===== src/rtl/decode_stage_if.sv =====
// decode_stage_if: fetch-side handshake plus decoded bundle for the execute stage.
interface decode_stage_if #(
  parameter int unsigned INSTR_W = 16,
  parameter int unsigned OP_W    = 4,
  parameter int unsigned REG_AW  = 2,
  parameter int unsigned IMM_W   = 8
);
  localparam int unsigned ALU_W = 3;
  localparam int unsigned CNT_W = 16;

  logic               in_valid;
  logic               in_ready;
  logic [INSTR_W-1:0] instr;
  logic               out_valid;
  logic               out_ready;
  logic [OP_W-1:0]    opcode;
  logic [REG_AW-1:0]  rs_addr;
  logic [REG_AW-1:0]  rt_addr;
  logic [REG_AW-1:0]  dst_addr;
  logic [IMM_W-1:0]   immediate;
  logic               reg_write;
  logic               mem_write;
  logic               mem_to_reg;
  logic               alu_src1;
  logic               alu_src2;
  logic [ALU_W-1:0]   alu_op;
  logic               illegal;
  logic [CNT_W-1:0]   stall_cnt;
  logic [CNT_W-1:0]   illegal_cnt;

  // Upstream/downstream side: drives instructions and consumes bundles
  modport master (
    output in_valid, instr, out_ready,
    input  in_ready, out_valid, opcode, rs_addr, rt_addr, dst_addr, immediate,
           reg_write, mem_write, mem_to_reg, alu_src1, alu_src2, alu_op, illegal,
           stall_cnt, illegal_cnt
  );

  // Decode stage side
  modport slave (
    input  in_valid, instr, out_ready,
    output in_ready, out_valid, opcode, rs_addr, rt_addr, dst_addr, immediate,
           reg_write, mem_write, mem_to_reg, alu_src1, alu_src2, alu_op, illegal,
           stall_cnt, illegal_cnt
  );
endinterface


===== src/rtl/decode_stage.sv =====
// decode_stage: registered instruction decoder with valid/ready handshake,
// one-bubble load-use interlock, flush and illegal-opcode flagging.
// Optional macro DECODE_PERF_CNT_EN builds saturating stall/illegal counters.
module decode_stage #(
  parameter int unsigned INSTR_W = 16,
  parameter int unsigned OP_W    = 4,
  parameter int unsigned REG_AW  = 2,
  parameter int unsigned IMM_W   = 8
) (
  input  logic          clk,
  input  logic          rst_n,
  input  logic          flush,
  decode_stage_if.slave bus
);
  localparam int unsigned ALU_W  = 3;
  localparam int unsigned CNT_W  = 16;
  localparam int unsigned RS_LSB = INSTR_W - OP_W - REG_AW;
  localparam int unsigned RT_LSB = RS_LSB - REG_AW;
  localparam int unsigned RD_LSB = RT_LSB - REG_AW;

  typedef enum logic {S_EMPTY = 1'b0, S_FULL = 1'b1} state_t;

  typedef struct packed {
    logic             reg_dst;
    logic             reg_write;
    logic             alu_src1;
    logic             alu_src2;
    logic [ALU_W-1:0] alu_op;
    logic             mem_write;
    logic             mem_to_reg;
    logic             uses_rs;
    logic             uses_rt;
    logic             illegal;
  } ctrl_t;

  function automatic ctrl_t row(input logic rdst, input logic rw, input logic s1,
                                input logic s2, input logic [ALU_W-1:0] aop,
                                input logic mw, input logic m2r,
                                input logic urs, input logic urt);
    ctrl_t c;
    c.reg_dst    = rdst;
    c.reg_write  = rw;
    c.alu_src1   = s1;
    c.alu_src2   = s2;
    c.alu_op     = aop;
    c.mem_write  = mw;
    c.mem_to_reg = m2r;
    c.uses_rs    = urs;
    c.uses_rt    = urt;
    c.illegal    = 1'b0;
    return c;
  endfunction

  state_t             r_state;
  state_t             w_state_nxt;
  logic [OP_W-1:0]    w_op;
  logic [REG_AW-1:0]  w_rs;
  logic [REG_AW-1:0]  w_rt;
  logic [REG_AW-1:0]  w_rd;
  ctrl_t              w_ctrl;
  logic               w_hazard;
  logic               w_in_ready;
  logic               w_fire;

  logic [OP_W-1:0]    r_opcode;
  logic [REG_AW-1:0]  r_rs;
  logic [REG_AW-1:0]  r_rt;
  logic [REG_AW-1:0]  r_dst;
  logic [IMM_W-1:0]   r_imm;
  logic               r_reg_write;
  logic               r_mem_write;
  logic               r_mem_to_reg;
  logic               r_alu_src1;
  logic               r_alu_src2;
  logic [ALU_W-1:0]   r_alu_op;
  logic               r_illegal;

  assign w_op = bus.instr[INSTR_W-1 -: OP_W];
  assign w_rs = bus.instr[RS_LSB +: REG_AW];
  assign w_rt = bus.instr[RT_LSB +: REG_AW];
  assign w_rd = bus.instr[RD_LSB +: REG_AW];

  // Control table lookup; unlisted opcodes decode to an illegal NOP
  always_comb begin
    w_ctrl         = '0;
    w_ctrl.illegal = 1'b1;
    case (w_op)
      OP_W'(0):  w_ctrl = row(1'b0, 1'b1, 1'b0, 1'b1, 3'd0, 1'b0, 1'b1, 1'b1, 1'b0);
      OP_W'(1):  w_ctrl = row(1'b0, 1'b0, 1'b0, 1'b0, 3'd0, 1'b1, 1'b0, 1'b1, 1'b1);
      OP_W'(2):  w_ctrl = row(1'b1, 1'b1, 1'b0, 1'b0, 3'd0, 1'b0, 1'b0, 1'b1, 1'b1);
      OP_W'(3):  w_ctrl = row(1'b0, 1'b1, 1'b0, 1'b1, 3'd0, 1'b0, 1'b0, 1'b1, 1'b0);
      OP_W'(4):  w_ctrl = row(1'b1, 1'b1, 1'b0, 1'b0, 3'd1, 1'b0, 1'b0, 1'b1, 1'b0);
      OP_W'(5):  w_ctrl = row(1'b1, 1'b1, 1'b0, 1'b0, 3'd2, 1'b0, 1'b0, 1'b1, 1'b1);
      OP_W'(6):  w_ctrl = row(1'b0, 1'b1, 1'b0, 1'b1, 3'd2, 1'b0, 1'b0, 1'b1, 1'b0);
      OP_W'(7):  w_ctrl = row(1'b1, 1'b1, 1'b0, 1'b0, 3'd3, 1'b0, 1'b0, 1'b1, 1'b1);
      OP_W'(8):  w_ctrl = row(1'b0, 1'b1, 1'b0, 1'b1, 3'd3, 1'b0, 1'b0, 1'b1, 1'b0);
      OP_W'(9):  w_ctrl = row(1'b0, 1'b1, 1'b0, 1'b0, 3'd4, 1'b0, 1'b0, 1'b1, 1'b0);
      OP_W'(10): w_ctrl = row(1'b0, 1'b1, 1'b0, 1'b0, 3'd5, 1'b0, 1'b0, 1'b1, 1'b0);
      OP_W'(11): w_ctrl = row(1'b0, 1'b0, 1'b0, 1'b0, 3'd6, 1'b0, 1'b0, 1'b1, 1'b1);
      OP_W'(12): w_ctrl = row(1'b0, 1'b0, 1'b0, 1'b0, 3'd7, 1'b0, 1'b0, 1'b1, 1'b1);
      OP_W'(13): w_ctrl = row(1'b1, 1'b1, 1'b1, 1'b0, 3'd2, 1'b0, 1'b0, 1'b0, 1'b0);
      default:   ;
    endcase
  end

  // Output-register occupancy state
  always_ff @(posedge clk) begin
    if (!rst_n) r_state <= S_EMPTY;
    else        r_state <= w_state_nxt;
  end

  // Next occupancy: flush empties, a load fills, a drained bundle empties
  always_comb begin
    w_state_nxt = r_state;
    if (flush)                                      w_state_nxt = S_EMPTY;
    else if (w_fire)                                w_state_nxt = S_FULL;
    else if ((r_state == S_FULL) && bus.out_ready)  w_state_nxt = S_EMPTY;
  end

  // Load-use interlock against the bundle currently held, and the input handshake
  always_comb begin
    w_hazard   = 1'b0;
    w_in_ready = 1'b0;
    w_fire     = 1'b0;
    w_hazard   = (r_state == S_FULL) & r_mem_to_reg & r_reg_write & bus.in_valid &
                 ((w_ctrl.uses_rs & (w_rs == r_dst)) | (w_ctrl.uses_rt & (w_rt == r_dst)));
    w_in_ready = ((r_state == S_EMPTY) | bus.out_ready) & ~w_hazard & ~flush;
    w_fire     = bus.in_valid & w_in_ready;
  end

  // Bundle register: captures the decoded fields on every accepted instruction
  always_ff @(posedge clk) begin
    if (!rst_n) begin
      r_opcode     <= '0;
      r_rs         <= '0;
      r_rt         <= '0;
      r_dst        <= '0;
      r_imm        <= '0;
      r_reg_write  <= 1'b0;
      r_mem_write  <= 1'b0;
      r_mem_to_reg <= 1'b0;
      r_alu_src1   <= 1'b0;
      r_alu_src2   <= 1'b0;
      r_alu_op     <= '0;
      r_illegal    <= 1'b0;
    end else if (w_fire) begin
      r_opcode     <= w_op;
      r_rs         <= w_rs;
      r_rt         <= w_rt;
      r_dst        <= w_ctrl.reg_dst ? w_rd : w_rt;
      r_imm        <= bus.instr[IMM_W-1:0];
      r_reg_write  <= w_ctrl.reg_write;
      r_mem_write  <= w_ctrl.mem_write;
      r_mem_to_reg <= w_ctrl.mem_to_reg;
      r_alu_src1   <= w_ctrl.alu_src1;
      r_alu_src2   <= w_ctrl.alu_src2;
      r_alu_op     <= w_ctrl.alu_op;
      r_illegal    <= w_ctrl.illegal;
    end
  end

  assign bus.in_ready   = w_in_ready;
  assign bus.out_valid  = (r_state == S_FULL);
  assign bus.opcode     = r_opcode;
  assign bus.rs_addr    = r_rs;
  assign bus.rt_addr    = r_rt;
  assign bus.dst_addr   = r_dst;
  assign bus.immediate  = r_imm;
  assign bus.reg_write  = r_reg_write;
  assign bus.mem_write  = r_mem_write;
  assign bus.mem_to_reg = r_mem_to_reg;
  assign bus.alu_src1   = r_alu_src1;
  assign bus.alu_src2   = r_alu_src2;
  assign bus.alu_op     = r_alu_op;
  assign bus.illegal    = r_illegal;

`ifdef DECODE_PERF_CNT_EN
  logic [CNT_W-1:0] r_stall_cnt;
  logic [CNT_W-1:0] r_illegal_cnt;

  // Saturating counters of interlock cycles and accepted illegal opcodes
  always_ff @(posedge clk) begin
    if (!rst_n) begin
      r_stall_cnt   <= '0;
      r_illegal_cnt <= '0;
    end else begin
      if (w_hazard && (r_stall_cnt != {CNT_W{1'b1}}))
        r_stall_cnt <= r_stall_cnt + CNT_W'(1);
      if (w_fire && w_ctrl.illegal && (r_illegal_cnt != {CNT_W{1'b1}}))
        r_illegal_cnt <= r_illegal_cnt + CNT_W'(1);
    end
  end

  assign bus.stall_cnt   = r_stall_cnt;
  assign bus.illegal_cnt = r_illegal_cnt;
`else
  assign bus.stall_cnt   = '0;
  assign bus.illegal_cnt = '0;
`endif

endmodule


===== src/flat_wrapper.sv =====
// flat-port wrapper written by rule: the top's interface ports become plain ports
module decode_stage_flat 
#(
  parameter int unsigned INSTR_W = 16,
  parameter int unsigned OP_W    = 4,
  parameter int unsigned REG_AW  = 2,
  parameter int unsigned IMM_W   = 8
)
  (clk, rst_n, flush, bus_in_valid, bus_instr, bus_out_ready, bus_in_ready, bus_out_valid, bus_opcode, bus_rs_addr, bus_rt_addr, bus_dst_addr, bus_immediate, bus_reg_write, bus_mem_write, bus_mem_to_reg, bus_alu_src1, bus_alu_src2, bus_alu_op, bus_illegal, bus_stall_cnt, bus_illegal_cnt);
  decode_stage_if #(.INSTR_W(INSTR_W), .OP_W(OP_W), .REG_AW(REG_AW), .IMM_W(IMM_W)) bus_i ();
  input  logic clk;
  input  logic rst_n;
  input  logic flush;
  input wire logic [$bits(bus_i.in_valid)-1:0] bus_in_valid;
  input wire logic [$bits(bus_i.instr)-1:0] bus_instr;
  input wire logic [$bits(bus_i.out_ready)-1:0] bus_out_ready;
  output wire logic [$bits(bus_i.in_ready)-1:0] bus_in_ready;
  output wire logic [$bits(bus_i.out_valid)-1:0] bus_out_valid;
  output wire logic [$bits(bus_i.opcode)-1:0] bus_opcode;
  output wire logic [$bits(bus_i.rs_addr)-1:0] bus_rs_addr;
  output wire logic [$bits(bus_i.rt_addr)-1:0] bus_rt_addr;
  output wire logic [$bits(bus_i.dst_addr)-1:0] bus_dst_addr;
  output wire logic [$bits(bus_i.immediate)-1:0] bus_immediate;
  output wire logic [$bits(bus_i.reg_write)-1:0] bus_reg_write;
  output wire logic [$bits(bus_i.mem_write)-1:0] bus_mem_write;
  output wire logic [$bits(bus_i.mem_to_reg)-1:0] bus_mem_to_reg;
  output wire logic [$bits(bus_i.alu_src1)-1:0] bus_alu_src1;
  output wire logic [$bits(bus_i.alu_src2)-1:0] bus_alu_src2;
  output wire logic [$bits(bus_i.alu_op)-1:0] bus_alu_op;
  output wire logic [$bits(bus_i.illegal)-1:0] bus_illegal;
  output wire logic [$bits(bus_i.stall_cnt)-1:0] bus_stall_cnt;
  output wire logic [$bits(bus_i.illegal_cnt)-1:0] bus_illegal_cnt;
  assign bus_i.in_valid = bus_in_valid;
  assign bus_i.instr = bus_instr;
  assign bus_i.out_ready = bus_out_ready;
  assign bus_in_ready = bus_i.in_ready;
  assign bus_out_valid = bus_i.out_valid;
  assign bus_opcode = bus_i.opcode;
  assign bus_rs_addr = bus_i.rs_addr;
  assign bus_rt_addr = bus_i.rt_addr;
  assign bus_dst_addr = bus_i.dst_addr;
  assign bus_immediate = bus_i.immediate;
  assign bus_reg_write = bus_i.reg_write;
  assign bus_mem_write = bus_i.mem_write;
  assign bus_mem_to_reg = bus_i.mem_to_reg;
  assign bus_alu_src1 = bus_i.alu_src1;
  assign bus_alu_src2 = bus_i.alu_src2;
  assign bus_alu_op = bus_i.alu_op;
  assign bus_illegal = bus_i.illegal;
  assign bus_stall_cnt = bus_i.stall_cnt;
  assign bus_illegal_cnt = bus_i.illegal_cnt;
  decode_stage #(.INSTR_W(INSTR_W), .OP_W(OP_W), .REG_AW(REG_AW), .IMM_W(IMM_W)) u_core (.clk(clk), .rst_n(rst_n), .flush(flush), .bus(bus_i));
endmodule

===== config.mk =====
export PLATFORM = sky130hd
export DESIGN_NAME = decode_stage_flat
export DESIGN_NICKNAME = d
export VERILOG_FILES = /design/src/rtl/decode_stage_if.sv /design/src/rtl/decode_stage.sv /design/src/flat_wrapper.sv
export SDC_FILE = /design/constraint.sdc
export NUM_CORES = 1
export LEC_CHECK = 0
export ABC_AREA = 0
export BUFFER_PORTS_ARGS = -buffer_cell sky130_fd_sc_hd__clkbuf_2
export CORE_UTILIZATION = 45
export CTS_CLUSTER_DIAMETER = 50
export DETAILED_ROUTE_END_ITERATION = 10
export PLACE_DENSITY = 0.75
export REMOVE_ABC_BUFFERS = 1
export SYNTH_ARGS = -nofsm -noshare
export SYNTH_HDL_FRONTEND = slang
export SYNTH_SLANG_ARGS = --single-unit

===== constraint.sdc =====
create_clock -name clk -period 1.9 [get_ports clk]
set_input_delay 0.19 -clock clk [delete_from_list [all_inputs] [get_ports clk]]
set_output_delay 0.19 -clock clk [all_outputs]
set_load 0.005 [all_outputs]

==> summary by stage, run 1 <==
Routing
The detailed router finished its first iteration with 55 violations. In this run the remaining antenna-violating nets after routing total 0. The number of remaining DRC errors is 0.

The final wirelength is 3.251 mm. The pre-antenna-repair detailed-routing pass consisted of 4 iterations. The wire length per cell after detailed routing is 10.73 um. The final route contains 1405 vias.

The average via count per standard cell is 4.637.

Die
The region available for standard cell placement spans 3661 um2. The floorplan row count is 22. Once the floorplan was initialized, standard cells occupied 46.62% of the core. The die outline width is 63.59 um. The area of the die is 4043 um2. The die span in y is between 60 and 70 um. The total I/O pin count is 82.

Synthesis
Summing the areas of all compound-gate instances in the mapped netlist gives under 10% of the synthesized area. The commonest cells after synthesis are sky130_fd_sc_hd__nand2_1 (50), sky130_fd_sc_hd__buf_4 (34), sky130_fd_sc_hd__dfxtp_1 (28), sky130_fd_sc_hd__mux2i_1 (27), sky130_fd_sc_hd__clkbuf_1 (9). The distinct cell type count after synthesis is 33. The mapped cell area is 1707 um2. By area the synthesized netlist is led by sky130_fd_sc_hd__dfxtp_1 (33%), sky130_fd_sc_hd__mux2i_1 (16%), sky130_fd_sc_hd__buf_4 (15%).

The synthesis warning total is 0. The gate count of the mapped netlist is 205. The largest area contributor in the netlist is sky130_fd_sc_hd__dfxtp_1. Dividing the synthesized area by the synthesized cell count gives 8.325 um2. The fraction of synthesized cell area taken by the top area cell type is approximately 33%.

Of the synthesized area, sequential elements account for 32.84%. For this run, asynchronously set or reset flops after synthesis account for 0%. The area fraction in and, or, nand and nor cells after synthesis is 19.79%. Of the post-synthesis cell area, the part taken by muxes is 16.64%.

The dominant cell by count in the synthesized netlist is sky130_fd_sc_hd__nand2_1. By area, the combinational part of the netlist is dominated by simple AND/OR/NAND/NOR gates. After Yosys synthesis, full adders, half adders and majority gates account for 0% of the synthesized area. The predominant post-synthesis flop cell is sky130_fd_sc_hd__dfxtp_1.

The synthesized design contains 0 enable-type register cells. The share of the synthesized netlist area taken by xor and xnor gates is 3.079%. The flip-flop and latch count after synthesis is 28.

Place
The number of cells in the design after placement is 299. The placed wire-length estimate is 2.533 mm. Buffers placed on the I/O ports in this run total 49. At the end of routability-driven placement, the weighted congestion stood at 0.7978. The post-placement cell area is roughly 1900 um2.

Critical path
Of all nets on the critical path, the largest fanout is 4. The type of destination of the critical path is a primary output. Data arrives at the worst endpoint at 1.50 ns. The type of the setup path with the least slack is flop to primary output. STA puts the critical path data required time at 1.71 ns. The kind of start point of the critical path is a flop.

The register-to-register setup slack is 0.25 ns.

Pwr
The maximum VDD drop is 0.4940 mV. The static power due to leakage is 0.9766 nW. In this run the power density over the cells is 677.2 nW/um2. The post-route total power is 1.343 mW.

Cells and area
The flip-flop count of the largest register, all copies and words added is 8. Compared with the post-synthesis result, the final layout area differs by 16.20%. After filler insertion, the fill cell instance count of the layout stands at 367. The multi-input combinational cell area is 939.7 um2. The final instance area is 1983 um2. The number of non-filler instances in the completed layout is 303. Cells with a size suffix above 1 make up 28.24% of the layout. The final layout contains 277 nets. The repair_antennas step left the layout with diodes totalling 0. Registers take between 500 and 600 um2.

Timing
The final count of hold timing violations came to 0. The count of pins over their slew limit is 0. The summed negative setup slack over all endpoints is 0 ns. Measured against its own limit, the worst slew margin works out to 65.60%.

The transition time of the tightest slew-check pin is 0.5160 ns. Setup repair after global routing left no endpoint under its margin. The ratio of final minimum period to clock period is between 80% and 90%.

The setup skew after layout is about 0.0049 ns. The shortest clock period the worst path allows after layout is approximately 1.7 ns. The number of setup violations in the final report is 0. Derived from the worst setup path, the maximum achievable clock frequency is 0.5911 GHz.

Clock tree
CTS built an H-tree with a depth of 1. The clock slew seen by the registers of the worst setup and hold paths is around 0.10 ns. After clock tree synthesis, the repair step resized 0 gates. No sink is reached through more buffers than the 2 on the longest clock path.

The number of clock buffers added by TritonCTS is 3. The hold buffer count at CTS is 0. Counting every sink on the clock net gives 28. Once the clock tree was built, the setup fixing pass inserted 0 buffers.

In this run the clock root is driven by a sky130_fd_sc_hd__clkbuf_8. The clock tree from TritonCTS is built. The clock latency of the later-clocked register in the worst-skew pair is 0.28 ns.

Run
Max-cap violations in this run came to 0.

Min path
The path class of the tightest hold or removal check is input port to flop.

Global route
The first global-routing pass estimated 5.533 mm of wire. The number of global-route vias before repair is approximately 1300. Global routing used ~17% of the available tracks. The number of antenna violations at the first check in global routing is 0. The final global-route overflow total is 0. Entering global routing, the biggest net connects 29 pins.

Outcome
The flow ran to the end, and the final reports show no timing, DRC or antenna violations.
layer usage:
metal	part of all wire, %	GRT usage (%)	wire length (um)	vias up
li1	-	-	-	711
met1	41	19.05	1331	636
met2	52	31.78	1687	56
met3	6.5	4.891	211	2
met4	0.62	4.545	20	0
met5	0	0	0	-
cell families after synthesis:
family	after synthesis
AND/OR/NAND/NOR	73
buffers and inverters	48
multiplexers	28
flip-flops	28
AO/OA/AOI/OAI	21
XOR/XNOR	6
other	1
path summary, 6_finish.rpt:
path / startpoint / to / cells past startpoint
max: u_core.bus.dst_addr[1] / bus_in_ready / 6
min: bus_instr[2] / u_core.bus.immediate[2] / 3
max reg2reg: u_core.bus.out_valid / u_core.bus.alu_op[2] / 5
min reg2reg: u_core.bus.opcode[2] / u_core.bus.opcode[2] / 2
placed cells by master (no fill, tap or decap), types with 3 or more instances in the layout:
cell	count
sky130_fd_sc_hd__nand2_1	50
sky130_fd_sc_hd__o211ai_1	3
sky130_fd_sc_hd__a21o_1	4
sky130_fd_sc_hd__dfxtp_1	28
sky130_fd_sc_hd__nand3_1	4
sky130_fd_sc_hd__nor2b_1	4
sky130_fd_sc_hd__xnor2_1	6
sky130_fd_sc_hd__nor2_1	3
sky130_fd_sc_hd__clkbuf_2	49
sky130_fd_sc_hd__conb_1	32
sky130_fd_sc_hd__o21ai_1	4
sky130_fd_sc_hd__buf_4	10
sky130_fd_sc_hd__o21ai_0	3
sky130_fd_sc_hd__mux2i_1	27
sky130_fd_sc_hd__clkbuf_8	3
cell type report:
| class | instances | share of cell area [%] |
|---|---|---|
| Clock buffer | 3 | 2.082 |
| Clock inverter | 1 | 1.514 |
| Multi-Input combinational cell | 160 | 47.38 |
| Tap cell | 48 | 3.028 |
| Inverter | 3 | 0.5678 |
| Sequential cell | 28 | 28.27 |
| Timing Repair Buffer | 60 | 17.16 |
critical path, stage by stage, from the launching register on:
cell and delay, ns:
sky130_fd_sc_hd__dfxtp_1 0.42, sky130_fd_sc_hd__xnor2_1 0.13, sky130_fd_sc_hd__nand2_1 0.10, sky130_fd_sc_hd__a21o_1 0.17, sky130_fd_sc_hd__a211oi_1 0.23, sky130_fd_sc_hd__nor2_1 0.07
sky130_fd_sc_hd__clkbuf_2 0.11
through the flow:
| step | hold WS, ns | setup slack [ns] | util (%) |
|---|---|---|---|
| after floorplan | 0.3288 | 0.2172 | - |
| after global placement | 0.4218 | 0.1821 | 52.22 |
| after detailed placement | 0.4344 | 0.1160 | 52.22 |
| after CTS | 0.1182 | 0.1782 | 54.17 |
| after global routing | 0.1235 | 0.08388 | 54.17 |
| final | 0.1283 | 0.2082 | 54.17 |
power by group:
part / switching [mW] / total [mW] / internal, mW
clock: 0.187 / 0.470 / 0.282
combinational: 0.132 / 0.242 / 0.110
sequential: 0.0168 / 0.631 / 0.614
total: 0.336 / 1.34 / 1.01
No activity file was read; power rests on OpenSTA's default activity.
==> run 2, diff against run 1 <==
Settings changed: CTS_CLUSTER_SIZE set to 28, PLACE_DENSITY 0.75 to 0.82.
==> run 2 against run 1 <==
Net effect: setup slack got worse by 0.0067 ns; worst hold slack improved by 0.0049 ns; highest routed layer unchanged; cell count fell by 0.99%; count of clock-buffer cells in the layout did not move; first-iteration DRC count did not move; utilization rose by 0.068 points; non-clock buffer count fell by 3; die area did not move.
==> summary by stage, run 2 (synthesis results as in run 1) <==
Outcome
The flow ran to the end, and the final reports show no timing, DRC or antenna violations.

Cells and area
The library cell used most frequently in the layout, excluding fill and tap cells, is sky130_fd_sc_hd__nand2_1. After the flow finishes, the layout carries non-filler instances totaling 300. The flip-flop count of the largest register, all copies and words added is 8.

The fraction of final layout cells with drive strength greater than 1 is 27.38%. The area growth from synthesis to layout is 16.35%. For this run, the post-layout net count is 274. The number of inserted filler cells in the final layout is 366. The repair_antennas step left the layout with diodes totalling 0. In the layout the commonest cells are sky130_fd_sc_hd__nand2_1 (50), sky130_fd_sc_hd__clkbuf_2 (49), sky130_fd_sc_hd__conb_1 (32), sky130_fd_sc_hd__dfxtp_1 (28), sky130_fd_sc_hd__mux2i_1 (27).

Clock tree
In this run the deepest clock path goes through 2 buffers. The clock slew seen by the registers of the worst setup and hold paths is 0.09 ns. The clock net in this run drives a total of 28 sinks. The TritonCTS buffer count is 3.

The number of buffers inserted by post-CTS setup repair is 0. The quantity of gates resized following cts is 0. The number of levels in the clock H-tree is 1. The clock tree from TritonCTS is built.

Clock latency on the worst-skew pair, taken at its later pin, is 0.27 ns. The hold buffer count at CTS is 0. The root buffer selected by CTS is sky130_fd_sc_hd__clkbuf_8.

Die
The placeable core region is 3661 um2. The total I/O pin count is 82. In this run the horizontal extent of the chip is about 64 um. The die span in y is between 60 and 70 um. The initial core utilization is approximately 47%.

The area of the die is 4043 um2. In this run the core area contains 22 standard-cell rows.

Routing
The final wirelength is 2.982 mm. The number of vias after detailed routing is between 1000 and 1500. In the routed layout, each cell is associated on average with a via count of roughly 4.6. After the first detailed-routing iteration, the DRC count stood at 55. Once detail routing completed, the nets flagged for antenna violations numbered 0.

In the final routed layout, each cell accounts on average for slightly below 10 um. In the routed design, unresolved DRC markers number 0. The count of TritonRoute iterations in the first routing pass is 4.

Critical path
Data arrives at the worst endpoint at about 1.9 ns. The worst setup path is captured at a flop. The critical path is of the flop to flop type.

The largest driver fanout on the critical path is 10. For the worst setup path, the data required time is 2.06 ns. STA classifies the critical path startpoint as a flop.

Pwr
Sequential cells account for 47.3% of the total power. The worst-case IR drop observed on VDD is approximately 0.35 mV. The net switching power is 326.0 uW. The switching part of the total is 24.43%. The post-route total power is between 1 and 1.5 mW.

The clock share of power is 34.6%. In this run the power density over the cells is 671.9 nW/um2. The static power due to leakage is between 0.9 and 1 nW. Internal power comes to 1.008 mW. Combinational logic burns 18.1% of the power.

Global route
The number of global-route vias before repair is 1179. The most congested layer reported by global routing is met2. Global routing used 25.27% of the available met2 tracks. Global routing used 2.536% of the available met3 tracks.

Global routing finished with a remaining overflow of 0. Entering global routing, the biggest net connects 31 pins. The first-pass GRT wire length is 5.009 mm.

The total track usage is 15.60%. The number of antenna violations at the first check in global routing is 0. The met1 track demand over resource is 19.29%.

Place
During placement, the flow inserted port buffers numbering 49. The HPWL after detailed placement is around 2.3 mm. The placer congestion estimate is 0.8227.

The number of cells in the design after placement is 296.

Timing
The count of pins over their slew limit is 0. Setup repair after global routing left no endpoint under its margin. Setup violations remaining at the end of the flow were counted as 0. In the finished design, the share of the clock period the worst path needs comes to about 89%. The smallest clock period supported by the final layout is computed as 1.699 ns. Clock skew on the completed layout was measured at around 0.0038 ns. The maximum clock frequency is a little under 0.6 GHz.

The summed negative setup slack over all endpoints is 0 ns. The final count of hold timing violations is 0.

Min path
In this run the worst hold path is classified as input port to flop.

Run
The number of maximum-capacitance violations is 0.
[run 2: cell count changes in the layout (fill, tap and decap cells not counted)]
cell	before	now
sky130_fd_sc_hd__buf_12	1	3
sky130_fd_sc_hd__buf_4	10	5
[run 2: worst paths after layout]
path                                         startpoint                      end  slack [ns]  depth (start not counted)
worst max-delay path               u_core.bus.out_valid      u_core.bus.alu_src2        0.20                          5
worst min register to register  u_core.bus.immediate[3]  u_core.bus.immediate[3]        0.46                          2
worst max register to register     u_core.bus.out_valid      u_core.bus.alu_src2        0.20                          5
worst min-delay path                       bus_instr[3]  u_core.bus.immediate[3]        0.13                          3
[run 2: metrics by stage]
stage / setup slack (ns) / util, % / cell area (um2) / hold slack [ns]
5_1_grt: 0.03369 / 54.24 / 1986 / 0.1331
3_3_place_gp: 0.1187 / 52.29 / 1914 / 0.4206
3_5_place_dp: 0.05910 / 52.29 / 1914 / 0.4295
2_1_floorplan: 0.2172 / - / 1511 / 0.3288
6_report: 0.2015 / 54.24 / 1986 / 0.1332
4_1_cts: 0.2001 / 54.24 / 1986 / 0.1276
[run 2: worst max-delay path, stage by stage, from the launching register on]
cell and delay, ns:
sky130_fd_sc_hd__dfxtp_1 0.33, sky130_fd_sc_hd__nor2b_1 0.14, sky130_fd_sc_hd__or2_2 0.32, sky130_fd_sc_hd__or3_1 0.49
sky130_fd_sc_hd__buf_12 0.20, sky130_fd_sc_hd__mux2i_1 0.12
[run 2: cell type report]
type	instances	area (um2)	area share (%)
Clock buffer	3	41.29	2.079
Sequential cell	28	560.5	28.23
Multi-Input combinational cell	160	939.7	47.32
Clock inverter	1	30.03	1.512
Timing Repair Buffer	57	342.8	17.27
Inverter	3	11.26	0.5671
Tap cell	48	60.06	3.025
[run 2: power by group through the flow]
stage / clock network (mW) / registers [mW] / logic, mW
2_1_floorplan: 0 / 0.646 / 0.123
6_report: 0.461 / 0.631 / 0.241
4_1_cts: 0.479 / 0.632 / 0.243
3_3_place_gp: 0 / 0.644 / 0.238
5_1_grt: 0.505 / 0.636 / 0.270
3_5_place_dp: 0 / 0.645 / 0.242
[run 2: layer usage]
metal / up-vias / share of wire, %
met4: 0 / 2.2
met2: 53 / 47
met1: 609 / 46
li1: 705 / -
met3: 6 / 5.2
met5: - / 0
==> run 3, diff against run 2 <==
Settings changed: CELL_PAD_IN_SITES_DETAIL_PLACEMENT set to 0, CELL_PAD_IN_SITES_GLOBAL_PLACEMENT set to 1, CORE_UTILIZATION 45 to 32, PLACE_DENSITY 0.82 to 0.83, SLEW_MARGIN set to 20.
==> run 3 against run 2 <==
Net effect: cell count rose by 8.7%; via count rose by 2.2%; utilization fell by 15 points; register-to-register slack improved by 0.08 ns; count of clock-buffer cells in the layout did not move; critical path type is now flop to primary output; flip-flop and latch count did not move; wire length rose by 12%; power rose by 1.3%; clock skew rose by 0.0017 ns; setup slack got worse by 0.014 ns; final area rose by 1.0%; first-iteration DRC count rose by 85%.
==> summary by stage, run 3 (synthesis results as in run 1) <==
Outcome
The run finished with clean final reports.

Pwr
The static power due to leakage is 0.9779 nW. Total power for the finished layout comes to ~1.4 mW. The cell area power density is 673.9 nW/um2. The maximum VDD drop is 0.3219 mV.

Critical path
Together, buffers and inverters on the worst path number 1. Counting cells, the worst reg-to-reg path comes to 5. The data arrival time of the critical path is 1.52 ns. The capture instance of the worst register-to-register path is u_core.bus.alu_src2.

On the critical path the largest part of the delay comes from flip-flops. The type of destination of the critical path is a primary output. Walking the worst path, the cells encountered are xnor2_1 > nand2_1 > a21o_1 > a211oi_1 > nor2_1 > clkbuf_2. The critical-path cell with the highest stage delay is sky130_fd_sc_hd__dfxtp_1. The largest driver fanout on the critical path is 4. The required time of the critical path is 1.71 ns. The largest single stage delay on the critical path is 0.43 ns. In this run the critical register-to-register path is launched from u_core.bus.out_valid.

The type of the setup path with the least slack is flop to primary output. The kind of start point of the critical path is a flop. Setup slack on the worst reg-to-reg path comes out at 0.28 ns.

Global route
The first-pass GRT wire length is 5.540 mm. The final global-route overflow total is 0. Entering global routing, the biggest net connects 24 pins.

The number of antenna violations at the first check in global routing is 0. Across every metal layer, demand over resource in global routing totals 12.78%. The number of global-route vias before repair was 1257.

Timing
The ratio of final minimum period to clock period is 90.11%. In the post-route analysis, the smallest setup slack over all paths is 0.1880 ns. Setup repair after global routing left no endpoint under its margin. The maximum clock frequency is 0.5841 GHz.

After routing, the total negative slack on setup checks comes to 0 ns. The number of setup violations in the final report is 0. For the finished layout, the period the worst path requires is 1.712 ns.

The clock arrives with between 0.005 and 0.006 ns of skew. The final count of hold timing violations was 0. The count of pins over their slew limit is 0.

Place
The placed instances occupy a cell area of 1934 um2. Once detailed placement completed, the half-perimeter wirelength came to ~2.6 mm. In this run, placement finished with an instance count of 322.

The post-place setup slack is 0.1425 ns. At the end of routability-driven placement, the weighted congestion stood at 0.7574. Buffers placed on the I/O ports in this run total 49.

Die
During I/O placement, the number of pins put on the boundary was 82. In this run the vertical extent of the chip is 75.03 um. The placeable core region is between 5000 and 6000 um2.

In this run the core area contains 26 standard-cell rows. The initial core utilization is 33.41%. The area of the die is about 5600 um2.

From left edge to right edge, the die measures 75.03 um.

Min path
The count of cells along the worst hold path is 3. The type of the most critical hold path is input port to flop. The startpoint identified for the worst hold timing path is bus_instr[0]. The path with the worst hold slack has its endpoint at u_core.bus.immediate[0].

Cells and area
The finished layout holds 326 standard cells, fillers aside. The post-route netlist has 28.52% of its cells at a drive strength greater than 1. The final instance area is about 2000 um2. The top cell types in the final layout, fill and taps aside, are sky130_fd_sc_hd__nand2_1 (50), sky130_fd_sc_hd__clkbuf_2 (49), sky130_fd_sc_hd__conb_1 (32), sky130_fd_sc_hd__dfxtp_1 (28), sky130_fd_sc_hd__mux2i_1 (27). The repair_antennas step left the layout with diodes totalling 0.

The area growth from synthesis to layout is 17.52%. The most frequent standard cell in the layout excluding fill and tap cells is sky130_fd_sc_hd__nand2_1. The number of nets in the layout is 278. The register with the most flip-flops in the layout has 8 of them.

Run
Max-cap violations in this run came to 0.

Clock tree
The hold buffer count at CTS is 0. For the worst-skew pair, the clock arrives at the later sink with an insertion delay of 0.28 ns. CTS saw 28 sinks. The TritonCTS buffer count is 3.

In this run the deepest clock path goes through 2 buffers. In this run the post-CTS setup repair buffer count came out at 0. TritonCTS built the clock tree.

The root buffer selected by CTS is sky130_fd_sc_hd__clkbuf_8. The quantity of gates resized following cts is 0. The clock slew seen by the registers of the worst setup and hold paths is 0.10 ns. The number of levels in the clock H-tree is 1.

Routing
The number of remaining DRC errors is 0. Once detail routing completed, the nets flagged for antenna violations numbered 0. For this block, the via count after detailed routing is 1403. In the final routed layout, each cell accounts on average for roughly 10 um. The final wirelength is 3.344 mm. The count of TritonRoute iterations in the first routing pass is 4. The first routing iteration left 102 violations. The average via count per standard cell is 4.304.
## run 3: cell count changes in the layout (fill, tap and decap cells not counted)
cell	delta
sky130_fd_sc_hd__buf_12	-3
sky130_fd_sc_hd__buf_4	+7
## run 3: cell type report
| type | count | area [um2] |
|---|---|---|
| Clock inverter | 1 | 30.03 |
| Clock buffer | 3 | 41.29 |
| Fill cell | 558 | 3102 |
| Multi-Input combinational cell | 160 | 939.7 |
| Sequential cell | 28 | 560.5 |
| Inverter | 3 | 11.26 |
| Tap cell | 70 | 87.58 |
| Timing Repair Buffer | 61 | 335.3 |
## run 3: worst max path at each step
stage / cells after the start / from / endpoint / slack [ns]
floorplan: 4 / u_core.bus.out_valid / u_core.bus.immediate[0] / 0.22
global placement: 7 / bus_instr[12] / u_core.bus.alu_src2 / 0.18
detailed placement: 8 / bus_instr[12] / u_core.bus.immediate[2] / 0.14
CTS: 6 / u_core.bus.dst_addr[0] / bus_in_ready / 0.16
global route: 6 / u_core.bus.dst_addr[0] / bus_in_ready / 0.02
finish: 6 / u_core.bus.dst_addr[0] / bus_in_ready / 0.19
## run 3: through the flow
| step | utilization (%) | hold WS, ns |
|---|---|---|
| floorplan | - | 0.3288 |
| global placement | 37.87 | 0.4222 |
| detailed placement | 37.87 | 0.4261 |
| CTS | 39.27 | 0.1160 |
| global route | 39.27 | 0.1400 |
| finish | 39.27 | 0.1255 |
## run 3: metal layers
metal  GRT usage (%)  wire [um]
met5               0          0
met4           3.774         31
met2           21.22       1553
met1           16.04       1525
met3           3.748        233
## run 3: power by group
part,internal (mW),switching (mW)
clock network,0.283,0.197
registers,0.614,0.0168
logic,0.109,0.132
## run 3: tightest hold or removal path: stages
cell and delay, ns:
sky130_fd_sc_hd__clkbuf_2 0.08, sky130_fd_sc_hd__nand2_1 0.05, sky130_fd_sc_hd__mux2i_1 0.05
